[config.mk]
export PLATFORM = sky130hd
export DESIGN_NAME = axi4l_reg_slave
export DESIGN_NICKNAME = d
export VERILOG_FILES = /design/src/rtl/axi4l_reg_slave.sv
export SDC_FILE = /design/constraint.sdc
export NUM_CORES = 1
export LEC_CHECK = 0
export CORE_AREA = 5 5 257 259
export DETAILED_ROUTE_END_ITERATION = 7
export DIE_AREA = 0 0 262 264
export PLACE_DENSITY_LB_ADDON = 0.25
export SYNTH_ARGS = -nofsm -noshare
export SYNTH_HDL_FRONTEND = slang
export SYNTH_SLANG_ARGS = --single-unit
[constraint.sdc]
create_clock -name axi4l_aclk -period 64.6 [get_ports axi4l_aclk]
set_input_delay 19.38 -clock axi4l_aclk [delete_from_list [all_inputs] [get_ports axi4l_aclk]]
set_output_delay 19.38 -clock axi4l_aclk [all_outputs]
set_load 0.01 [all_outputs]
[src/rtl/axi4l_reg_slave.sv]
// axi4l_reg_slave: AXI4-Lite subordinate holding NUM_REGS read/write registers.
// Register contents are exported flat on reg_q, with a one-cycle wr_pulse per
// register on every committed write.
// Build option: define AXI4L_REGS_ID_EN to make index 0 a read-only ID register
// that always reads ID_VALUE and rejects writes with SLVERR.
module axi4l_reg_slave #(
    parameter int          NUM_REGS   = 16,
    parameter int          ADDR_WIDTH = 32,
    parameter int          DATA_WIDTH = 32,
    parameter logic [31:0] ID_VALUE   = 32'hA5A5_0001
) (
    input  logic                           axi4l_aclk,
    input  logic                           axi4l_arstn,
    input  logic [ADDR_WIDTH-1:0]          awaddr,
    input  logic                           awvalid,
    output logic                           awready,
    input  logic [DATA_WIDTH-1:0]          wdata,
    input  logic [DATA_WIDTH/8-1:0]        wstrb,
    input  logic                           wvalid,
    output logic                           wready,
    output logic [1:0]                     bresp,
    output logic                           bvalid,
    input  logic                           bready,
    input  logic [ADDR_WIDTH-1:0]          araddr,
    input  logic                           arvalid,
    output logic                           arready,
    output logic [DATA_WIDTH-1:0]          rdata,
    output logic [1:0]                     rresp,
    output logic                           rvalid,
    input  logic                           rready,
    output logic [NUM_REGS*DATA_WIDTH-1:0] reg_q,
    output logic [NUM_REGS-1:0]            wr_pulse
);

    localparam int IDX_W = ADDR_WIDTH - 2;
    localparam int NB    = DATA_WIDTH / 8;

    typedef enum logic [0:0] {
        WR_IDLE = 1'b0,
        WR_RESP = 1'b1
    } wr_state_t;

    logic [DATA_WIDTH-1:0] regs_r [NUM_REGS];
    logic                  alive_r;
    wr_state_t             wr_state_r;
    wr_state_t             wr_state_nxt_s;
    logic                  commit_s;
    logic                  aw_held_r;
    logic                  w_held_r;
    logic [IDX_W-1:0]      aw_idx_r;
    logic [DATA_WIDTH-1:0] w_data_r;
    logic [NB-1:0]         w_strb_r;
    logic [1:0]            bresp_r;
    logic [NUM_REGS-1:0]   wr_pulse_r;
    logic                  rvalid_r;
    logic [DATA_WIDTH-1:0] rdata_r;
    logic [1:0]            rresp_r;
    logic                  bvalid_s;
    logic                  awready_s;
    logic                  wready_s;
    logic                  arready_s;
    logic                  aw_hs_s;
    logic                  w_hs_s;
    logic                  ar_hs_s;
    logic                  wr_ok_s;
    logic [IDX_W-1:0]      ar_idx_s;
    logic [DATA_WIDTH-1:0] rd_data_s;
    logic [1:0]            rd_resp_s;
    logic                  unused_s;

    // True when the word index addresses an implemented register.
    function automatic logic idx_in_range(input logic [IDX_W-1:0] idx);
        return (idx < IDX_W'(NUM_REGS));
    endfunction

    // True when a write to this index may change a register.
    function automatic logic idx_writable(input logic [IDX_W-1:0] idx);
`ifdef AXI4L_REGS_ID_EN
        return idx_in_range(idx) && (idx != {IDX_W{1'b0}});
`else
        return idx_in_range(idx);
`endif
    endfunction

    // Byte offset bits are ignored by the word decode.
`ifdef AXI4L_REGS_ID_EN
    assign unused_s = ^{awaddr[1:0], araddr[1:0]};
`else
    assign unused_s = ^{awaddr[1:0], araddr[1:0], ID_VALUE};
`endif

    // Ready signals stay low in reset and rise on the first edge after release.
    assign bvalid_s  = (wr_state_r == WR_RESP);
    assign awready_s = alive_r && !aw_held_r && !bvalid_s;
    assign wready_s  = alive_r && !w_held_r && !bvalid_s;
    assign arready_s = alive_r && !rvalid_r;
    assign aw_hs_s   = awvalid && awready_s;
    assign w_hs_s    = wvalid && wready_s;
    assign ar_hs_s   = arvalid && arready_s;
    assign wr_ok_s   = idx_writable(aw_idx_r);
    assign ar_idx_s  = araddr[ADDR_WIDTH-1:2];

    assign awready  = awready_s;
    assign wready   = wready_s;
    assign arready  = arready_s;
    assign bvalid   = bvalid_s;
    assign bresp    = bresp_r;
    assign rvalid   = rvalid_r;
    assign rdata    = rdata_r;
    assign rresp    = rresp_r;
    assign wr_pulse = wr_pulse_r;

    // Marks the block as out of reset one edge after release.
    always_ff @(posedge axi4l_aclk or posedge axi4l_arstn) begin
        if (axi4l_arstn) begin
            alive_r <= 1'b0;
        end else begin
            alive_r <= 1'b1;
        end
    end

    // Write FSM state register.
    always_ff @(posedge axi4l_aclk or posedge axi4l_arstn) begin
        if (axi4l_arstn) begin
            wr_state_r <= WR_IDLE;
        end else begin
            wr_state_r <= wr_state_nxt_s;
        end
    end

    // Write FSM: commit once both halves are held, then wait for bready.
    always_comb begin
        wr_state_nxt_s = wr_state_r;
        commit_s       = 1'b0;
        case (wr_state_r)
            WR_IDLE: begin
                if (aw_held_r && w_held_r) begin
                    commit_s       = 1'b1;
                    wr_state_nxt_s = WR_RESP;
                end else begin
                    wr_state_nxt_s = WR_IDLE;
                end
            end
            WR_RESP: begin
                if (bready) begin
                    wr_state_nxt_s = WR_IDLE;
                end else begin
                    wr_state_nxt_s = WR_RESP;
                end
            end
            default: begin
                wr_state_nxt_s = WR_IDLE;
            end
        endcase
    end

    // AW and W holding registers, filled independently and cleared on commit.
    always_ff @(posedge axi4l_aclk or posedge axi4l_arstn) begin
        if (axi4l_arstn) begin
            aw_held_r <= 1'b0;
            w_held_r  <= 1'b0;
            aw_idx_r  <= {IDX_W{1'b0}};
            w_data_r  <= {DATA_WIDTH{1'b0}};
            w_strb_r  <= {NB{1'b0}};
        end else if (commit_s) begin
            aw_held_r <= 1'b0;
            w_held_r  <= 1'b0;
        end else begin
            if (aw_hs_s) begin
                aw_held_r <= 1'b1;
                aw_idx_r  <= awaddr[ADDR_WIDTH-1:2];
            end
            if (w_hs_s) begin
                w_held_r <= 1'b1;
                w_data_r <= wdata;
                w_strb_r <= wstrb;
            end
        end
    end

    // Write response code, fixed at commit and held until bready.
    always_ff @(posedge axi4l_aclk or posedge axi4l_arstn) begin
        if (axi4l_arstn) begin
            bresp_r <= 2'b00;
        end else if (commit_s) begin
            bresp_r <= wr_ok_s ? 2'b00 : 2'b10;
        end else begin
            bresp_r <= bresp_r;
        end
    end

    // Register bank update with byte enables and per-register write strobe.
    always_ff @(posedge axi4l_aclk or posedge axi4l_arstn) begin
        if (axi4l_arstn) begin
            for (int i = 0; i < NUM_REGS; i++) begin
                regs_r[i] <= {DATA_WIDTH{1'b0}};
            end
            wr_pulse_r <= {NUM_REGS{1'b0}};
        end else begin
            for (int i = 0; i < NUM_REGS; i++) begin
                wr_pulse_r[i] <= commit_s && wr_ok_s && (aw_idx_r == IDX_W'(i));
                if (commit_s && wr_ok_s && (aw_idx_r == IDX_W'(i))) begin
                    for (int b = 0; b < NB; b++) begin
                        if (w_strb_r[b]) begin
                            regs_r[i][8*b +: 8] <= w_data_r[8*b +: 8];
                        end
                    end
                end
            end
        end
    end

    // Read-data selection for the address on AR; sees pre-write register values.
    always_comb begin
        rd_data_s = {DATA_WIDTH{1'b0}};
        rd_resp_s = 2'b10;
        if (idx_in_range(ar_idx_s)) begin
            rd_resp_s = 2'b00;
            for (int i = 0; i < NUM_REGS; i++) begin
                rd_data_s = (ar_idx_s == IDX_W'(i)) ? regs_r[i] : rd_data_s;
            end
`ifdef AXI4L_REGS_ID_EN
            rd_data_s = (ar_idx_s == {IDX_W{1'b0}}) ? ID_VALUE : rd_data_s;
`endif
        end else begin
            rd_data_s = {DATA_WIDTH{1'b0}};
        end
    end

    // Read channel: capture on AR handshake, hold until rready.
    always_ff @(posedge axi4l_aclk or posedge axi4l_arstn) begin
        if (axi4l_arstn) begin
            rvalid_r <= 1'b0;
            rdata_r  <= {DATA_WIDTH{1'b0}};
            rresp_r  <= 2'b00;
        end else if (ar_hs_s) begin
            rvalid_r <= 1'b1;
            rdata_r  <= rd_data_s;
            rresp_r  <= rd_resp_s;
        end else if (rvalid_r && rready) begin
            rvalid_r <= 1'b0;
        end else begin
            rvalid_r <= rvalid_r;
        end
    end

    // Flat export of the register bank.
    always_comb begin
        for (int i = 0; i < NUM_REGS; i++) begin
            reg_q[i*DATA_WIDTH +: DATA_WIDTH] = regs_r[i];
        end
`ifdef AXI4L_REGS_ID_EN
        reg_q[DATA_WIDTH-1:0] = ID_VALUE;
`endif
    end

endmodule

==> impl_metrics.sql, run 1 <==
INSERT INTO impl_metrics (metric_group, metric, value, unit) VALUES
('clock_network', 'htree_num_levels', '3', ''),
('drt', 'overall_via_count_from_detail_route', '24000', ''),
('floorplan', 'ioPinCount', '676', ''),
('setup_path', 'critical_path_class', 'in -> reg', ''),
('global_route', 'grt_usage', '36.9', '%'),
('clock_network', 'cts_resized', '0', ''),
('timing', 'fin_skew', '0.0165', 'ns'),
('drt', 'route.detailed.drc', '0', ''),
('synth', 'part_of_the_yosys_area_used_for_sequential_elements', '55.9', '%'),
('timing', 'timing.final.max_slew_violations', '0', ''),
('global_route', 'number_of_global_route_vias_before_repair', '24000', ''),
('floorplan', 'placeableCoreArea', '63600', 'sq um'),
('placement', 'gp_congestion', '0.946', ''),
('floorplan', 'floorplan.die_area', '69200', 'sq um'),
('synth', 'post_synth_instance_area', '28400', 'sq um'),
('timing', 'fmax', '0.0428', 'GHz'),
('timing', 'setup_viol', '0', ''),
('floorplan', 'die_h', '264', 'um'),
('clock_network', 'tritoncts', 'built', ''),
('placement', 'dp.final_hpwl', '97.6', 'mm'),
('timing', 'rsz0062_at_grt', 'false', ''),
('placement', 'dp_worst_setup_slack', '40.83', 'ns'),
('worst_hold_path', 'timing.hold.worst.class', 'reg -> reg', ''),
('synth', 'asyncSetResetFlopFracSynth', '100', '%'),
('cells_and_area', 'fill_cell_instance_count_of_the_final_layout', '5170', ''),
('timing', 'slew_limit_headroom', '10.1', '%'),
('clock_network', 'cts.clk_slew.worst_paths', '0.06', 'ns'),
('run_status', 'outcome', 'completed', ''),
('clock_network', 'clock_sink_count', '633', ''),
('drt', 'routed_wire_length_per_instance', '34.5', 'um'),
('setup_path', 'worstPathRequired', '65.09', 'ns'),
('timing', 'finalWorstPathRequiredPeriod', '23.35', 'ns'),
('clock_network', 'root_buffer', 'sky130_fd_sc_hd__clkbuf_16', ''),
('flow_run', 'cap_violations', '0', ''),
('synth', 'avgSynthCellArea', '12.7', 'sq um'),
('clock_network', 'tritoncts.num_buffers', '71', ''),
('placement', 'placed_cells_incl_taps', '3691', ''),
('placement', 'io_buffers', '669', ''),
('setup_path', 'setup.worst_path.end_class', 'register', ''),
('synth', 'yosysUniqueCellTypes', '68', ''),
('setup_path', 'crit_path_max_fanout', '13', ''),
('timing', 'fin_tns_setup', '0', 'ns'),
('synth', 'yosysWarningCount', '0', ''),
('global_route', 'grt_start_max_net_pins', '187', ''),
('clock_network', 'ctsLongestPathBuffers', '3', ''),
('global_route', 'grt_overflow', '0', ''),
('drt', 'drtIter0Drc', '2634', ''),
('drt', 'drtPass1Iterations', '6', ''),
('floorplan', 'dieWidth', '262', 'um'),
('cells_and_area', 'finalNetCount', '3016', ''),
('setup_path', 'worst-endpoint-arrival', '23.84', 'ns'),
('drt', 'totalWireLength', '131', 'mm'),
('timing', 'final_hold_viol_count', '0', ''),
('synth', 'synth_instances', '2240', ''),
('floorplan', 'floorplan.rows', '93', ''),
('clock_network', 'postCtsSetupBuffers', '0', ''),
('cells_and_area', 'final_cell_count_without_fillers', '3815', ''),
('floorplan', 'initial_core_util', '44.5', '%'),
('drt', 'via_per_inst', '6.30', ''),
('global_route', 'wire_length_of_the_first_global_routing_pass', '183', 'mm'),
('global_route', 'grt_antenna_before_repair', '5', ''),
('pwr', 'total_power', '0.000961', 'W'),
('clock_network', 'clk-insertion-delay-late', '0.62', 'ns'),
('timing', 'tightestPinTransition', '1.34', 'ns'),
('pwr', 'peakVddDrop', '0.0000268', 'V'),
('timing', 'final_min_period_over_clock_period', '36.1', '%'),
('cells_and_area', 'area_delta_synth_final', '35.5', '%'),
('synth', 'postSynthRegisterBits', '633', ''),
('pwr', 'power.leakage', '17.3', 'nW'),
('timing', 'final.setup.worst_slack', '41.25', 'ns'),
('synth', 'dominantRegCellSynth', 'sky130_fd_sc_hd__dfrtp_1', ''),
('clock_network', 'holdBufCountCts', '0', ''),
('pwr', 'power.density', '25.0', 'nW/um^2'),
('drt', 'final_ant_viol_nets', '0', ''),
('setup_path', 'crit_path_start_kind', 'primary input', ''),
('synth', 'synth-edff-count', '0', ''),
('cells_and_area', 'final_layout_size_suffix_gt1_share', '26.9', '%');
==> layout by cell type, fill, tap and decap left out, types with 10 or more instances in the layout <==
cell,Yosys,final
sky130_fd_sc_hd__inv_1,11,10
sky130_fd_sc_hd__a221o_1,11,11
sky130_fd_sc_hd__clkinv_2,0,10
sky130_fd_sc_hd__o21ai_0,78,78
sky130_fd_sc_hd__nand2_1,135,135
sky130_fd_sc_hd__a221oi_1,24,24
sky130_fd_sc_hd__clkdlybuf4s50_1,0,667
sky130_fd_sc_hd__nor4_1,15,12
sky130_fd_sc_hd__nand3_1,21,20
sky130_fd_sc_hd__clkbuf_16,0,73
sky130_fd_sc_hd__buf_4,2,54
sky130_fd_sc_hd__mux2i_1,25,25
sky130_fd_sc_hd__mux2_2,592,592
sky130_fd_sc_hd__o211ai_1,16,16
sky130_fd_sc_hd__nor2b_1,10,10
sky130_fd_sc_hd__o21a_1,12,12
sky130_fd_sc_hd__o22ai_1,21,21
sky130_fd_sc_hd__o221ai_1,26,26
sky130_fd_sc_hd__a22o_1,12,12
sky130_fd_sc_hd__nand4_1,22,22
sky130_fd_sc_hd__nor3_1,46,40
sky130_fd_sc_hd__a22oi_1,51,51
sky130_fd_sc_hd__nor2_1,123,120
sky130_fd_sc_hd__clkbuf_1,109,17
sky130_fd_sc_hd__a21oi_1,70,70
sky130_fd_sc_hd__clkbuf_8,0,13
sky130_fd_sc_hd__a211oi_1,12,12
sky130_fd_sc_hd__and3_1,11,11
sky130_fd_sc_hd__dfrtp_1,633,633
==> area by class of cell <==
cell class / instances / area, sq um / share of cell area [%]
diodes: 2 / 5.00 / 0.0130
clock buffers: 103 / 2070 / 5.39
clock inverters: 19 / 165 / 0.430
inverters: 11 / 48.8 / 0.127
multi-input cells: 1468 / 12100 / 31.5
flip-flops and latches: 633 / 15800 / 41.2
well taps: 855 / 1070 / 2.78
repair buffers: 724 / 7130 / 18.6
==> worst max-delay path, cell delays in order <==
cell                              delay [ns]
sky130_fd_sc_hd__clkdlybuf4s50_1        0.45
sky130_fd_sc_hd__or4_1                  1.00
sky130_fd_sc_hd__nor3_2                 1.19
sky130_fd_sc_hd__buf_4                  0.42
sky130_fd_sc_hd__nand4_1                0.53
sky130_fd_sc_hd__o21ai_0                0.40
sky130_fd_sc_hd__nor3_1                 0.08
sky130_fd_sc_hd__a211oi_1               0.24
sky130_fd_sc_hd__o31ai_1                0.10
==> cell families after synthesis <==
logic type,Yosys count,share of synthesized area (%)
AOI/OAI and AO/OA,405,9.94
and+or+nand+nor,438,7.55
buffers and inverters,140,1.91
DFF,633,55.9
other,2,0.0265
muxes,622,24.7
==> per-layer routing <==
metal	vias to the layer above	part of all wire (%)	GRT usage, %	routed length [um]
li1	9731	-	-	-
met1	12400	37	46.4	48800
met2	1514	46	57.0	59900
met3	373	11	13.1	14900
met4	6	5.9	17.4	7770
met5	-	0.031	0	41
==> where the power goes <==
group          leakage, nW  internal [W]  switching [W]
logic                 7.49     0.0000326      0.0000281
registers             8.69      0.000417      0.0000866
clock network         1.09      0.000230       0.000166
total                 17.3      0.000680       0.000281
==> state kept, by name, summed over array words and instances (netlist names) <==
register	flops
aw_held_r	1
bresp	1
aw_idx_r	30
w_strb_r	4
w_data_r	32
rdata	32
wr_pulse	16
w_held_r	1
rresp	1
rvalid	1
reg_q	512
bvalid	1
alive_r	1
==> cells in the mapped netlist (all sizes together), types with 16 or more instances <==
master	count	area, sq um
a21oi	70	350
buf	20	90.1
nand4	22	138
nor4	26	249
nand3	21	105
nand2	139	532
mux2i	25	250
nor3	50	270
a22oi	51	383
o221ai	26	228
dfrtp	633	15800
clkbuf	109	409
o211ai	16	120
nor2	123	462
a221oi	24	210
o22ai	21	131
o21ai	79	395
mux2	594	6690
==> through the flow <==
step,hold WS (ns),instance area (sq um),utilization [%]
2_1_floorplan,0.472,28400,-
3_3_place_gp,0.480,36200,56.8
3_5_place_dp,0.489,36200,56.8
4_1_cts,0.502,38400,60.3
5_1_grt,0.527,38400,60.3
6_report,0.506,38400,60.4
==> final timing paths <==
| kind | start | end | slack, ns | cells past startpoint |
|---|---|---|---|---|
| min in group asynchronous | axi4l_arstn | w_data_r[1]$_DFFE_PP0P_ | 19.37 | 2 |
| hold reg to reg | rdata[3]$_DFFE_PP0P_ | rdata[3]$_DFFE_PP0P_ | 0.51 | 2 |
| setup / recovery | araddr[8] | rdata[13]$_DFFE_PP0P_ | 41.25 | 9 |
| max in group asynchronous | axi4l_arstn | reg_q[437]$_DFFE_PP0P_ | 42.74 | 4 |
| setup reg to reg | aw_idx_r[27]$_DFFE_PP0P_ | reg_q[464]$_DFFE_PP0P_ | 60.04 | 7 |
| hold / removal | rdata[3]$_DFFE_PP0P_ | rdata[3]$_DFFE_PP0P_ | 0.51 | 2 |
(Power assumes the default switching activity.)
==> inputs of run 2 (changes only) <==
- CORE_AREA: 5 5 257 259 -> 5 5 259 261
- DIE_AREA: 0 0 262 264 -> 0 0 264 266
- clock period: 64.6 -> 24 ns (I/O delays scaled with it)
==> run 2 against run 1 <==
  * Total power rose to 2.7 times the previous value
  * Combinational power rose to 2.8 times the previous value
  * Critical path depth did not move
  * Via count rose by 1.7%
  * Highest routed layer unchanged
  * Global-route usage rose by 0.21 points
  * Hold slack got worse by 0.0019 ns
  * Wire length rose by 3.1%
  * Count of clock-buffer cells in the layout fell by 2
  * Clock power rose to 2.9 times the previous value
  * Die area rose by 1.5%
  * Design area rose by 0.49%
==> impl_metrics.sql, run 2 (same netlist as run 1, synthesis figures left out) <==
INSERT INTO impl_metrics (metric_group, metric, value, unit) VALUES
('global_route', 'number_of_global_route_vias_before_repair', '24700', ''),
('global_route', 'grt_antenna_before_repair', '10', ''),
('timing', 'fin_skew', '0.0164', 'ns'),
('drt', 'final_ant_viol_nets', '0', ''),
('floorplan', 'initial_core_util', '44.1', '%'),
('worst_hold_path', 'timing.hold.worst.class', 'reg -> reg', ''),
('timing', 'tightestPinTransition', '1.25', 'ns'),
('timing', 'final_hold_viol_count', '0', ''),
('setup_path', 'critical_path_class', 'in -> reg', ''),
('floorplan', 'floorplan.die_area', '70200', 'sq um'),
('cells_and_area', 'area_delta_synth_final', '36.1', '%'),
('run_status', 'outcome', 'completed', ''),
('drt', 'via_per_inst', '6.40', ''),
('flow_run', 'cap_violations', '0', ''),
('pwr', 'peakVddDrop', '0.0000597', 'V'),
('clock_network', 'postCtsSetupBuffers', '0', ''),
('cells_and_area', 'footprint_of_the_flip_flops_and_latches', '15800', 'sq um'),
('cells_and_area', 'fill_cell_instance_count_of_the_final_layout', '5138', ''),
('cells_and_area', 'most-common-layout-cells', 'sky130_fd_sc_hd__clkdlybuf4s50_1, sky130_fd_sc_hd__dfrtp_1, sky130_fd_sc_hd__mux2_2', ''),
('clock_network', 'clk-insertion-delay-late', '0.62', 'ns'),
('clock_network', 'clock_sink_count', '633', ''),
('placement', 'dp.final_hpwl', '97.8', 'mm'),
('clock_network', 'cts.clk_slew.worst_paths', '0.06', 'ns'),
('drt', 'totalWireLength', '135', 'mm'),
('setup_path', 'worst-endpoint-arrival', '11.86', 'ns'),
('floorplan', 'dieWidth', '264', 'um'),
('placement', 'io_buffers', '669', ''),
('setup_path', 'worstPathRequired', '24.48', 'ns'),
('floorplan', 'floorplan.rows', '93', ''),
('timing', 'finalWorstPathRequiredPeriod', '11.37', 'ns'),
('placement', 'placement.cell_area', '36200', 'sq um'),
('timing', 'fmax', '0.0879', 'GHz'),
('global_route', 'wire_length_of_the_first_global_routing_pass', '188', 'mm'),
('clock_network', 'cts_resized', '0', ''),
('timing', 'timing.final.max_slew_violations', '0', ''),
('drt', 'drtPass1Iterations', '7', ''),
('timing', 'setup_viol', '0', ''),
('timing', 'rsz0062_at_grt', 'false', ''),
('clock_network', 'htree_num_levels', '3', ''),
('floorplan', 'die_h', '266', 'um'),
('timing', 'slew_limit_headroom', '16.3', '%'),
('clock_network', 'tritoncts.num_buffers', '71', ''),
('placement', 'gp_congestion', '0.963', ''),
('clock_network', 'tritoncts', 'built', ''),
('pwr', 'power.density', '68.4', 'nW/um^2'),
('global_route', 'grt_overflow', '0', ''),
('cells_and_area', 'layout_commonest_cell', 'sky130_fd_sc_hd__clkdlybuf4s50_1', ''),
('cells_and_area', 'finalNetCount', '3013', ''),
('clock_network', 'ctsLongestPathBuffers', '3', ''),
('clock_network', 'root_buffer', 'sky130_fd_sc_hd__clkbuf_16', ''),
('cells_and_area', 'largest_register_ff_count', '512', ''),
('drt', 'overall_via_count_from_detail_route', '24400', ''),
('cells_and_area', 'multi_input_comb_area', '12100', 'sq um'),
('clock_network', 'holdBufCountCts', '0', ''),
('drt', 'drtIter0Drc', '2784', ''),
('floorplan', 'ioPinCount', '676', ''),
('pwr', 'total_power', '0.00264', 'W'),
('global_route', 'grt_start_max_net_pins', '184', ''),
('timing', 'final_min_period_over_clock_period', '47.4', '%'),
('pwr', 'power.leakage', '17.3', 'nW'),
('timing', 'fin_tns_setup', '0', 'ns'),
('drt', 'route.detailed.drc', '0', ''),
('cells_and_area', 'layout.core_utilization', '60.1', '%'),
('floorplan', 'placeableCoreArea', '64200', 'sq um'),
('setup_path', 'crit_path_max_fanout', '44', ''),
('setup_path', 'setup.worst_path.end_class', 'register', ''),
('setup_path', 'crit_path_start_kind', 'primary input', ''),
('global_route', 'grt_usage', '37.1', '%'),
('cells_and_area', 'total_non_filler_cell_area_in_the_finished_layout', '38600', 'sq um'),
('cells_and_area', 'final_layout_size_suffix_gt1_share', '27.3', '%'),
('drt', 'routed_wire_length_per_instance', '35.5', 'um');
[run 2: changes by cell type in the layout (fill, tap and decap cells not counted), moves of 2 or more]
cell and change:
sky130_fd_sc_hd__buf_4 -2, sky130_fd_sc_hd__bufinv_16 +4, sky130_fd_sc_hd__clkbuf_1 -8, sky130_fd_sc_hd__clkbuf_8 +5
sky130_fd_sc_hd__clkinv_2 +2, sky130_fd_sc_hd__nor2_1 -3, sky130_fd_sc_hd__nor2_2 +2
[run 2: worst paths after layout]
path / from / endpoint / slack [ns] / cells after the start
max in group asynchronous: axi4l_arstn / w_data_r[8]$_DFFE_PP0P_ / 12.68 / 6
max: araddr[2] / rdata[4]$_DFFE_PP0P_ / 12.63 / 9
max reg2reg: aw_idx_r[23]$_DFFE_PP0P_ / reg_q[362]$_DFFE_PP0P_ / 19.65 / 7
min reg2reg: rdata[19]$_DFFE_PP0P_ / rdata[19]$_DFFE_PP0P_ / 0.50 / 2
min: rdata[19]$_DFFE_PP0P_ / rdata[19]$_DFFE_PP0P_ / 0.50 / 2
min in group asynchronous: axi4l_arstn / reg_q[59]$_DFFE_PP0P_ / 7.11 / 2
[run 2: cell type report]
class | count | share of cell area [%]
timing repair buffer | 721 | 18.4
multi-input combinational | 1468 | 31.4
inverter | 11 | 0.117
antenna | 3 | 0.0194
clock buffer | 101 | 5.53
tap | 855 | 2.77
clock inverter | 25 | 0.797
sequential | 633 | 41.0
[run 2: stage by stage]
| step | worst slack [ns] | hold WS [ns] | std cells |
|---|---|---|---|
| after floorplan | 8.16 | 0.472 | 2241 |
| after global placement | 12.10 | 0.480 | 3688 |
| after detailed placement | 11.94 | 0.492 | 3688 |
| after CTS | 12.57 | 0.505 | 3814 |
| after global routing | 12.00 | 0.524 | 3815 |
| final | 12.63 | 0.505 | 3817 |
[run 2: layer usage]
metal,vias up,global-route usage [%],share of wire [%]
li1,9714,-,-
met1,12600,46.2,36
met2,1730,58.1,45
met3,413,12.7,12
met4,8,18.6,6.0
met5,-,0,0.045
[run 2: where the power goes]
group          internal (W)  total [W]  switching, W
sequential          0.00112    0.00133      0.000211
clock              0.000685    0.00114      0.000456
combinational     0.0000877   0.000167     0.0000790
[run 2: critical path, stage by stage]
cell                       delay [ns]
sky130_fd_sc_hd__buf_4           0.58
sky130_fd_sc_hd__buf_4           0.70
sky130_fd_sc_hd__nand2b_1        0.49
sky130_fd_sc_hd__nor2_4          0.94
sky130_fd_sc_hd__nand4_1         0.95
sky130_fd_sc_hd__o22ai_1         0.37
sky130_fd_sc_hd__a31oi_1         0.14
sky130_fd_sc_hd__nor3_1          0.25
sky130_fd_sc_hd__o21ai_0         0.12
